<file path="src/rtl/dlsc_i2c_apb_sequencer.sv">
// APB master that drives an OpenCores I2C core: programs prescaler/enable after reset,
// then turns byte-level I2C commands into TXR/CR writes plus SR polling and returns status.
module dlsc_i2c_apb_sequencer #(
  parameter int unsigned     ADDR      = 32,
  parameter logic [ADDR-1:0] BASE      = '0,
  parameter logic [15:0]     PRESCALE  = 16'd99,
  parameter int unsigned     POLL_WAIT = 4
) (
  input  logic            clk,
  input  logic            rst,
  input  logic            cmd_valid,
  output logic            cmd_ready,
  input  logic            cmd_read,
  input  logic            cmd_start,
  input  logic            cmd_stop,
  input  logic            cmd_nack,
  input  logic [7:0]      cmd_data,
  output logic            rsp_valid,
  input  logic            rsp_ready,
  output logic [7:0]      rsp_data,
  output logic            rsp_nack,
  output logic            rsp_al,
  output logic            init_done,
  output logic [ADDR-1:0] apb_addr,
  output logic            apb_sel,
  output logic            apb_enable,
  output logic            apb_write,
  output logic [31:0]     apb_wdata,
  output logic [3:0]      apb_strb,
  input  logic            apb_ready,
  input  logic [31:0]     apb_rdata
);

  localparam int unsigned     CW        = (POLL_WAIT > 1) ? $clog2(POLL_WAIT) : 1;
  localparam logic [CW-1:0]   WAIT_LOAD = CW'((POLL_WAIT > 0) ? POLL_WAIT - 1 : 0);

  localparam logic [2:0] REG_PRERLO = 3'd0;
  localparam logic [2:0] REG_PRERHI = 3'd1;
  localparam logic [2:0] REG_CTR    = 3'd2;
  localparam logic [2:0] REG_TXRXR  = 3'd3;
  localparam logic [2:0] REG_CRSR   = 3'd4;

  typedef enum logic [3:0] {
    S_INIT_PRL,
    S_INIT_PRH,
    S_INIT_CTR,
    S_IDLE,
    S_WR_TXR,
    S_WR_CR,
    S_POLL,
    S_WAIT,
    S_RD_RXR,
    S_RESP
  } state_t;

  typedef struct packed {
    logic [2:0] idx;
    logic       wr;
    logic [7:0] data;
  } beat_t;

  // Register index, direction and byte for the APB transfer a given state performs.
  function automatic beat_t beat_for(input state_t s, input logic rd, input logic sta,
                                     input logic sto, input logic nack, input logic [7:0] data);
    beat_t b;
    b = '0;
    case (s)
      S_INIT_PRL: b = '{idx: REG_PRERLO, wr: 1'b1, data: PRESCALE[7:0]};
      S_INIT_PRH: b = '{idx: REG_PRERHI, wr: 1'b1, data: PRESCALE[15:8]};
      S_INIT_CTR: b = '{idx: REG_CTR,    wr: 1'b1, data: 8'h80};
      S_WR_TXR:   b = '{idx: REG_TXRXR,  wr: 1'b1, data: data};
      S_WR_CR:    b = '{idx: REG_CRSR,   wr: 1'b1,
                        data: rd ? {sta, sto, 1'b1, 1'b0, nack, 3'b000}
                                 : {sta, sto, 1'b0, 1'b1, 1'b0, 3'b000}};
      S_POLL:     b = '{idx: REG_CRSR,   wr: 1'b0, data: 8'h00};
      S_RD_RXR:   b = '{idx: REG_TXRXR,  wr: 1'b0, data: 8'h00};
      default:    b = '0;
    endcase
    return b;
  endfunction

  state_t        state_q, state_d;
  logic          sel_q, sel_d;
  logic          en_q, en_d;
  logic          write_q, write_d;
  logic [2:0]    idx_q, idx_d;
  logic [7:0]    byte_q, byte_d;
  logic [CW-1:0] cnt_q, cnt_d;
  logic          rd_q, rd_d;
  logic          sta_q, sta_d;
  logic          sto_q, sto_d;
  logic          nack_q, nack_d;
  logic [7:0]    data_q, data_d;
  logic [7:0]    rsp_data_q, rsp_data_d;
  logic          rsp_nack_q, rsp_nack_d;
  logic          rsp_al_q, rsp_al_d;
  logic          init_done_q, init_done_d;

  logic          eff_rd, eff_sta, eff_sto, eff_nack;
  logic [7:0]    eff_data;
  logic          start;
  beat_t         beat;

  // The first command beat is set up in the accept cycle, before the latches update.
  always_comb begin
    eff_rd   = (state_q == S_IDLE) ? cmd_read  : rd_q;
    eff_sta  = (state_q == S_IDLE) ? cmd_start : sta_q;
    eff_sto  = (state_q == S_IDLE) ? cmd_stop  : sto_q;
    eff_nack = (state_q == S_IDLE) ? cmd_nack  : nack_q;
    eff_data = (state_q == S_IDLE) ? cmd_data  : data_q;
  end

  always_comb begin
    state_d     = state_q;
    sel_d       = sel_q;
    en_d        = en_q;
    write_d     = write_q;
    idx_d       = idx_q;
    byte_d      = byte_q;
    cnt_d       = cnt_q;
    rd_d        = rd_q;
    sta_d       = sta_q;
    sto_d       = sto_q;
    nack_d      = nack_q;
    data_d      = data_q;
    rsp_data_d  = rsp_data_q;
    rsp_nack_d  = rsp_nack_q;
    rsp_al_d    = rsp_al_q;
    init_done_d = init_done_q;
    start       = 1'b0;
    beat        = '0;

    case (state_q)
      S_IDLE: begin
        if (cmd_valid) begin
          rd_d       = cmd_read;
          sta_d      = cmd_start;
          sto_d      = cmd_stop;
          nack_d     = cmd_nack;
          data_d     = cmd_data;
          rsp_data_d = 8'h00;
          rsp_nack_d = 1'b0;
          rsp_al_d   = 1'b0;
          state_d    = cmd_read ? S_WR_CR : S_WR_TXR;
          start      = 1'b1;
        end
      end
      S_WAIT: begin
        if (cnt_q == '0) begin
          state_d = S_POLL;
          start   = 1'b1;
        end else begin
          cnt_d = cnt_q - CW'(1);
        end
      end
      S_RESP: begin
        if (rsp_ready) state_d = S_IDLE;
      end
      default: begin
        // Every remaining state owns one APB transfer: SETUP, then ACCESS until ready.
        if (!sel_q) begin
          start = 1'b1;
        end else if (!en_q) begin
          en_d = 1'b1;
        end else if (apb_ready) begin
          sel_d = 1'b0;
          en_d  = 1'b0;
          case (state_q)
            S_INIT_PRL: begin state_d = S_INIT_PRH; start = 1'b1; end
            S_INIT_PRH: begin state_d = S_INIT_CTR; start = 1'b1; end
            S_INIT_CTR: begin state_d = S_IDLE; init_done_d = 1'b1; end
            S_WR_TXR:   begin state_d = S_WR_CR; start = 1'b1; end
            S_WR_CR:    begin state_d = S_POLL;  start = 1'b1; end
            S_POLL: begin
              if (apb_rdata[1]) begin
                if (POLL_WAIT == 0) begin
                  state_d = S_POLL;
                  start   = 1'b1;
                end else begin
                  state_d = S_WAIT;
                  cnt_d   = WAIT_LOAD;
                end
              end else begin
                rsp_nack_d = ~rd_q & apb_rdata[7];
                rsp_al_d   = apb_rdata[5];
                if (rd_q) begin
                  state_d = S_RD_RXR;
                  start   = 1'b1;
                end else begin
                  state_d = S_RESP;
                end
              end
            end
            S_RD_RXR: begin
              rsp_data_d = apb_rdata[7:0];
              state_d    = S_RESP;
            end
            default: state_d = S_IDLE;
          endcase
        end
      end
    endcase

    if (start) begin
      beat    = beat_for(state_d, eff_rd, eff_sta, eff_sto, eff_nack, eff_data);
      sel_d   = 1'b1;
      en_d    = 1'b0;
      idx_d   = beat.idx;
      write_d = beat.wr;
      byte_d  = beat.data;
    end
  end

  always_ff @(posedge clk or posedge rst) begin
    if (rst) begin
      state_q     <= S_INIT_PRL;
      sel_q       <= 1'b0;
      en_q        <= 1'b0;
      write_q     <= 1'b0;
      idx_q       <= '0;
      byte_q      <= '0;
      cnt_q       <= '0;
      rd_q        <= 1'b0;
      sta_q       <= 1'b0;
      sto_q       <= 1'b0;
      nack_q      <= 1'b0;
      data_q      <= '0;
      rsp_data_q  <= '0;
      rsp_nack_q  <= 1'b0;
      rsp_al_q    <= 1'b0;
      init_done_q <= 1'b0;
    end else begin
      state_q     <= state_d;
      sel_q       <= sel_d;
      en_q        <= en_d;
      write_q     <= write_d;
      idx_q       <= idx_d;
      byte_q      <= byte_d;
      cnt_q       <= cnt_d;
      rd_q        <= rd_d;
      sta_q       <= sta_d;
      sto_q       <= sto_d;
      nack_q      <= nack_d;
      data_q      <= data_d;
      rsp_data_q  <= rsp_data_d;
      rsp_nack_q  <= rsp_nack_d;
      rsp_al_q    <= rsp_al_d;
      init_done_q <= init_done_d;
    end
  end

  logic unused_rdata;
  assign unused_rdata = ^apb_rdata[31:8];

  assign cmd_ready  = (state_q == S_IDLE);
  assign rsp_valid  = (state_q == S_RESP);
  assign rsp_data   = rsp_data_q;
  assign rsp_nack   = rsp_nack_q;
  assign rsp_al     = rsp_al_q;
  assign init_done  = init_done_q;
  assign apb_addr   = BASE + ADDR'({idx_q, 2'b00});
  assign apb_sel    = sel_q;
  assign apb_enable = en_q;
  assign apb_write  = write_q;
  assign apb_wdata  = {24'd0, byte_q};
  assign apb_strb   = write_q ? 4'b0001 : 4'b0000;

endmodule

</file>
<file path="config.mk">
export PLATFORM = sky130hd
export DESIGN_NAME = dlsc_i2c_apb_sequencer
export DESIGN_NICKNAME = d
export VERILOG_FILES = /design/src/rtl/dlsc_i2c_apb_sequencer.sv
export SDC_FILE = /design/constraint.sdc
export NUM_CORES = 1
export LEC_CHECK = 0
export ABC_AREA = 1
export CAP_MARGIN = 25
export CORE_UTILIZATION = 45
export DETAILED_ROUTE_END_ITERATION = 12
export PLACE_DENSITY = 0.84
export SYNTH_ARGS = -nofsm -noshare
export SYNTH_HDL_FRONTEND = slang
export SYNTH_SLANG_ARGS = --single-unit
export TNS_END_PERCENT = 100
</file>
<file path="constraint.sdc">
create_clock -name clk -period 3.76 [get_ports clk]
set_input_delay 0.564 -clock clk [delete_from_list [all_inputs] [get_ports clk]]
set_output_delay 0.564 -clock clk [all_outputs]
set_load 0.03 [all_outputs]
</file>
==> results.py <==
metrics = {
    "clock_tree": {
        "root_buffer": "clkbuf_8",
        "clock_path_buffers": 2,
        "ctsHoldBuffers": 0,
        "cts-buffers-inserted": 5,
        "cts_resized": 0,
        "cts_setup_buffers": 0,
        "insertion_delay_ps": 300,
        "cts_tree": "yes",
        "clock_sinks": 43,
        "h-tree-depth": 2,
        "clkSlewWorstSetupHoldPaths_ps": 90,
    },
    "timing": {
        "fin_crit_ps": 2610,
        "slew_viol_final": 0,
        "fmax_mhz": 383,
        "finalHoldViolations": 0,
        "rsz0062_at_grt": "false",
        "fin_skew_ps": 9.38,
        "tightest_slew_ps": 573,
        "slew_headroom_pct": 61.7,
        "fin_crit_sh_pct": 69.5,
        "finalSetupViolations": 0,
        "final.setup.tns_ps": 0,
    },
    "critical_path": {
        "r2r-start": "state_q[3]$_DFF_PP0_",
        "cp-end-kind": "flop",
        "cp-start-kind": "flop",
        "cp_top_family": "buffers and inverters",
        "crit_required_ps": 3960,
        "critPathLaunch": "state_q[3]$_DFF_PP0_",
        "crit_cells": 10,
        "crit_chain": "nor2_1 > nand2_4 > nor2_4 > inv_1 > o21ai_0 > o22ai_2 > buf_4 > inv_2 > nand3_1 > nand2_1",
        "crit_type": "reg2reg",
        "cp_num_buf_inv": 3,
        "cp_max_fo": 35,
        "reg2reg_depth": 10,
        "cp.arrival_ps": 2810,
        "slowest_delay_ps": 490,
        "critPathSlowestCell": "dfrtp_1",
    },
    "place": {
        "placed_cells": 505,
        "port_buffers": 52,
        "hpwl_mm": 4.50,
        "place_congestion": 0.843,
        "dpl_cell_area_um2": 3190,
    },
    "yosys": {
        "syn_area_um2": 2820,
        "avgSynthCellArea_um2": 7.31,
        "synthDominantCellAreaShare_pct": 38.1,
        "synth.area.top_cells": "dfrtp_1 (38%), nand2_1 (17%), buf_4 (16%)",
        "synth_area_leader_cell": "dfrtp_1",
        "syn_inst": 386,
        "yosysWarningCount": 0,
        "seq_area_frac_synth_pct": 38.1,
        "synth_cell_types": 27,
        "synth_seq_cells": 43,
    },
    "routing": {
        "wirelength_mm": 5.93,
        "postRouteAntennaNets": 0,
        "dr.pass1.iters": 4,
        "first_iter_violations": 113,
        "viasPerCell": 4.65,
        "avgRoutedWirePerCell_um": 11.6,
        "post-route-drc-count": 0,
        "num_vias": 2384,
    },
    "power": {
        "p_per_area_nw_per_um2": 909,
        "p_leak_nw": 1.78,
        "power_mw": 3.01,
        "ir_drop_mv": 0.526,
    },
    "run": {
        "drv.max_cap_violation_count": 0,
    },
    "floorplanning": {
        "num_rows": 28,
        "core_area_um2": 5990,
        "die_h_um": 81.2,
        "die_area_um2": 6590,
        "initial_core_util_pct": 47.1,
        "die_w_um": 81.2,
        "pin_count": 133,
    },
    "layout": {
        "fin_cells": 513,
        "drive_gt1_share_pct": 8.68,
        "syn2layout_area_growth_pct": 17.4,
        "layout.nets": 487,
        "fin_area_um2": 3310,
        "num_antenna_cells": 0,
    },
    "global_routing": {
        "antenna_found_initial": 0,
        "gr-total-overflow": 0,
        "grt_max_degree": 44,
        "grt_pass1_vias": 2172,
        "grt_pass1_wl_mm": 9.79,
        "grt_usage_pct": 19.1,
    },
    "run_status": {
        "outcome": "finished, final reports clean",
    },
    "min_path": {
        "hold_path.class": "reg2reg",
        "hp-start": "init_done$_DFFE_PP0P_",
        "hold_depth": 1,
    },
}
==> power by group <==
part | switching, mW | internal (mW) | total [mW] | leakage (nW)
combinational | 1.23 | 0.605 | 1.83 | 1.17
clock | 0.165 | 0.219 | 0.384 | 0.0618
sequential | 0.138 | 0.657 | 0.796 | 0.543
total | 1.53 | 1.48 | 3.01 | 1.78
==> cells by family after synthesis <==
logic type      synth area share [%]
fa+ha+maj                      0.443
simple gates                    28.5
other cells                    0.133
flops                           38.1
buf+inv                         21.6
compound gates                  11.2
==> Yosys cell counts, drive strengths merged <==
master  number
conb         1
clkbuf       5
a21oi        7
nor2        25
a31o         1
dfrtp       43
o31ai        2
nand2      135
ha           1
buf         60
a211oi       1
nand3       22
inv         38
o21ai       42
o22ai        1
nor3         1
a22oi        1
==> layout make-up <==
cell class / count / area [µm²]
sequential: 43 / 1080
fill: 586 / 2680
clock inverter: 2 / 38.8
tap: 75 / 93.8
timing repair buffer: 54 / 536
clock buffer: 6 / 82.6
inverter: 38 / 143
multi-input combinational: 295 / 1340
==> state kept, by name, indices dropped and copies added, names as in the netlist, 2 cells and up <==
| name | count |
|---|---|
| byte_q | 8 |
| data_q | 8 |
| rsp_data | 8 |
| state_q | 4 |
| idx_q | 3 |
| cnt_q | 2 |
==> cells in the final DEF, fill, tap and decap left out, drive strengths merged <==
cell           instances
dfrtp                 43
conb                  56
o21ai                 42
a22oi                  1
bufinv                 1
buf                    2
inv                   39
clkdlybuf4s50         52
a211oi                 1
a31o                   1
o31ai                  2
nor2                  25
nor3                   1
clkbuf                 6
o22ai                  1
nand3                 22
a21oi                  7
ha                     1
nand2                135
==> routing by layer <==
metal | part of all wire, % | routed length [µm] | track usage, %
met5 | 0 | 0 | 0
met4 | 0.93 | 55 | 3.93
met3 | 5.8 | 343 | 4.04
met1 | 44 | 2620 | 24.6
met2 | 49 | 2910 | 33.0
==> worst paths after layout <==
| path | to | slack, ps |
|---|---|---|
| setup / recovery | byte_q[2]$_DFFE_PP0P_ | 1150 |
| hold reg to reg | init_done$_DFFE_PP0P_ | 470 |
| max in group asynchronous | apb_write$_DFFE_PP0P_ | 2680 |
| min in group asynchronous | data_q[2]$_DFFE_PP0P_ | 710 |
| setup reg to reg | byte_q[2]$_DFFE_PP0P_ | 1150 |
| hold / removal | init_done$_DFFE_PP0P_ | 470 |
==> per-stage QoR <==
step / util (%) / setup slack (ps) / hold slack [ps]
after global routing: 55.3 / 893 / 499
final: 55.3 / 1150 / 474
after CTS: 55.3 / 1180 / 481
after detailed placement: 53.3 / 1010 / 462
after global placement: 53.3 / 1020 / 458
after floorplan: - / 1640 / 453
(Power assumes the default switching activity.)
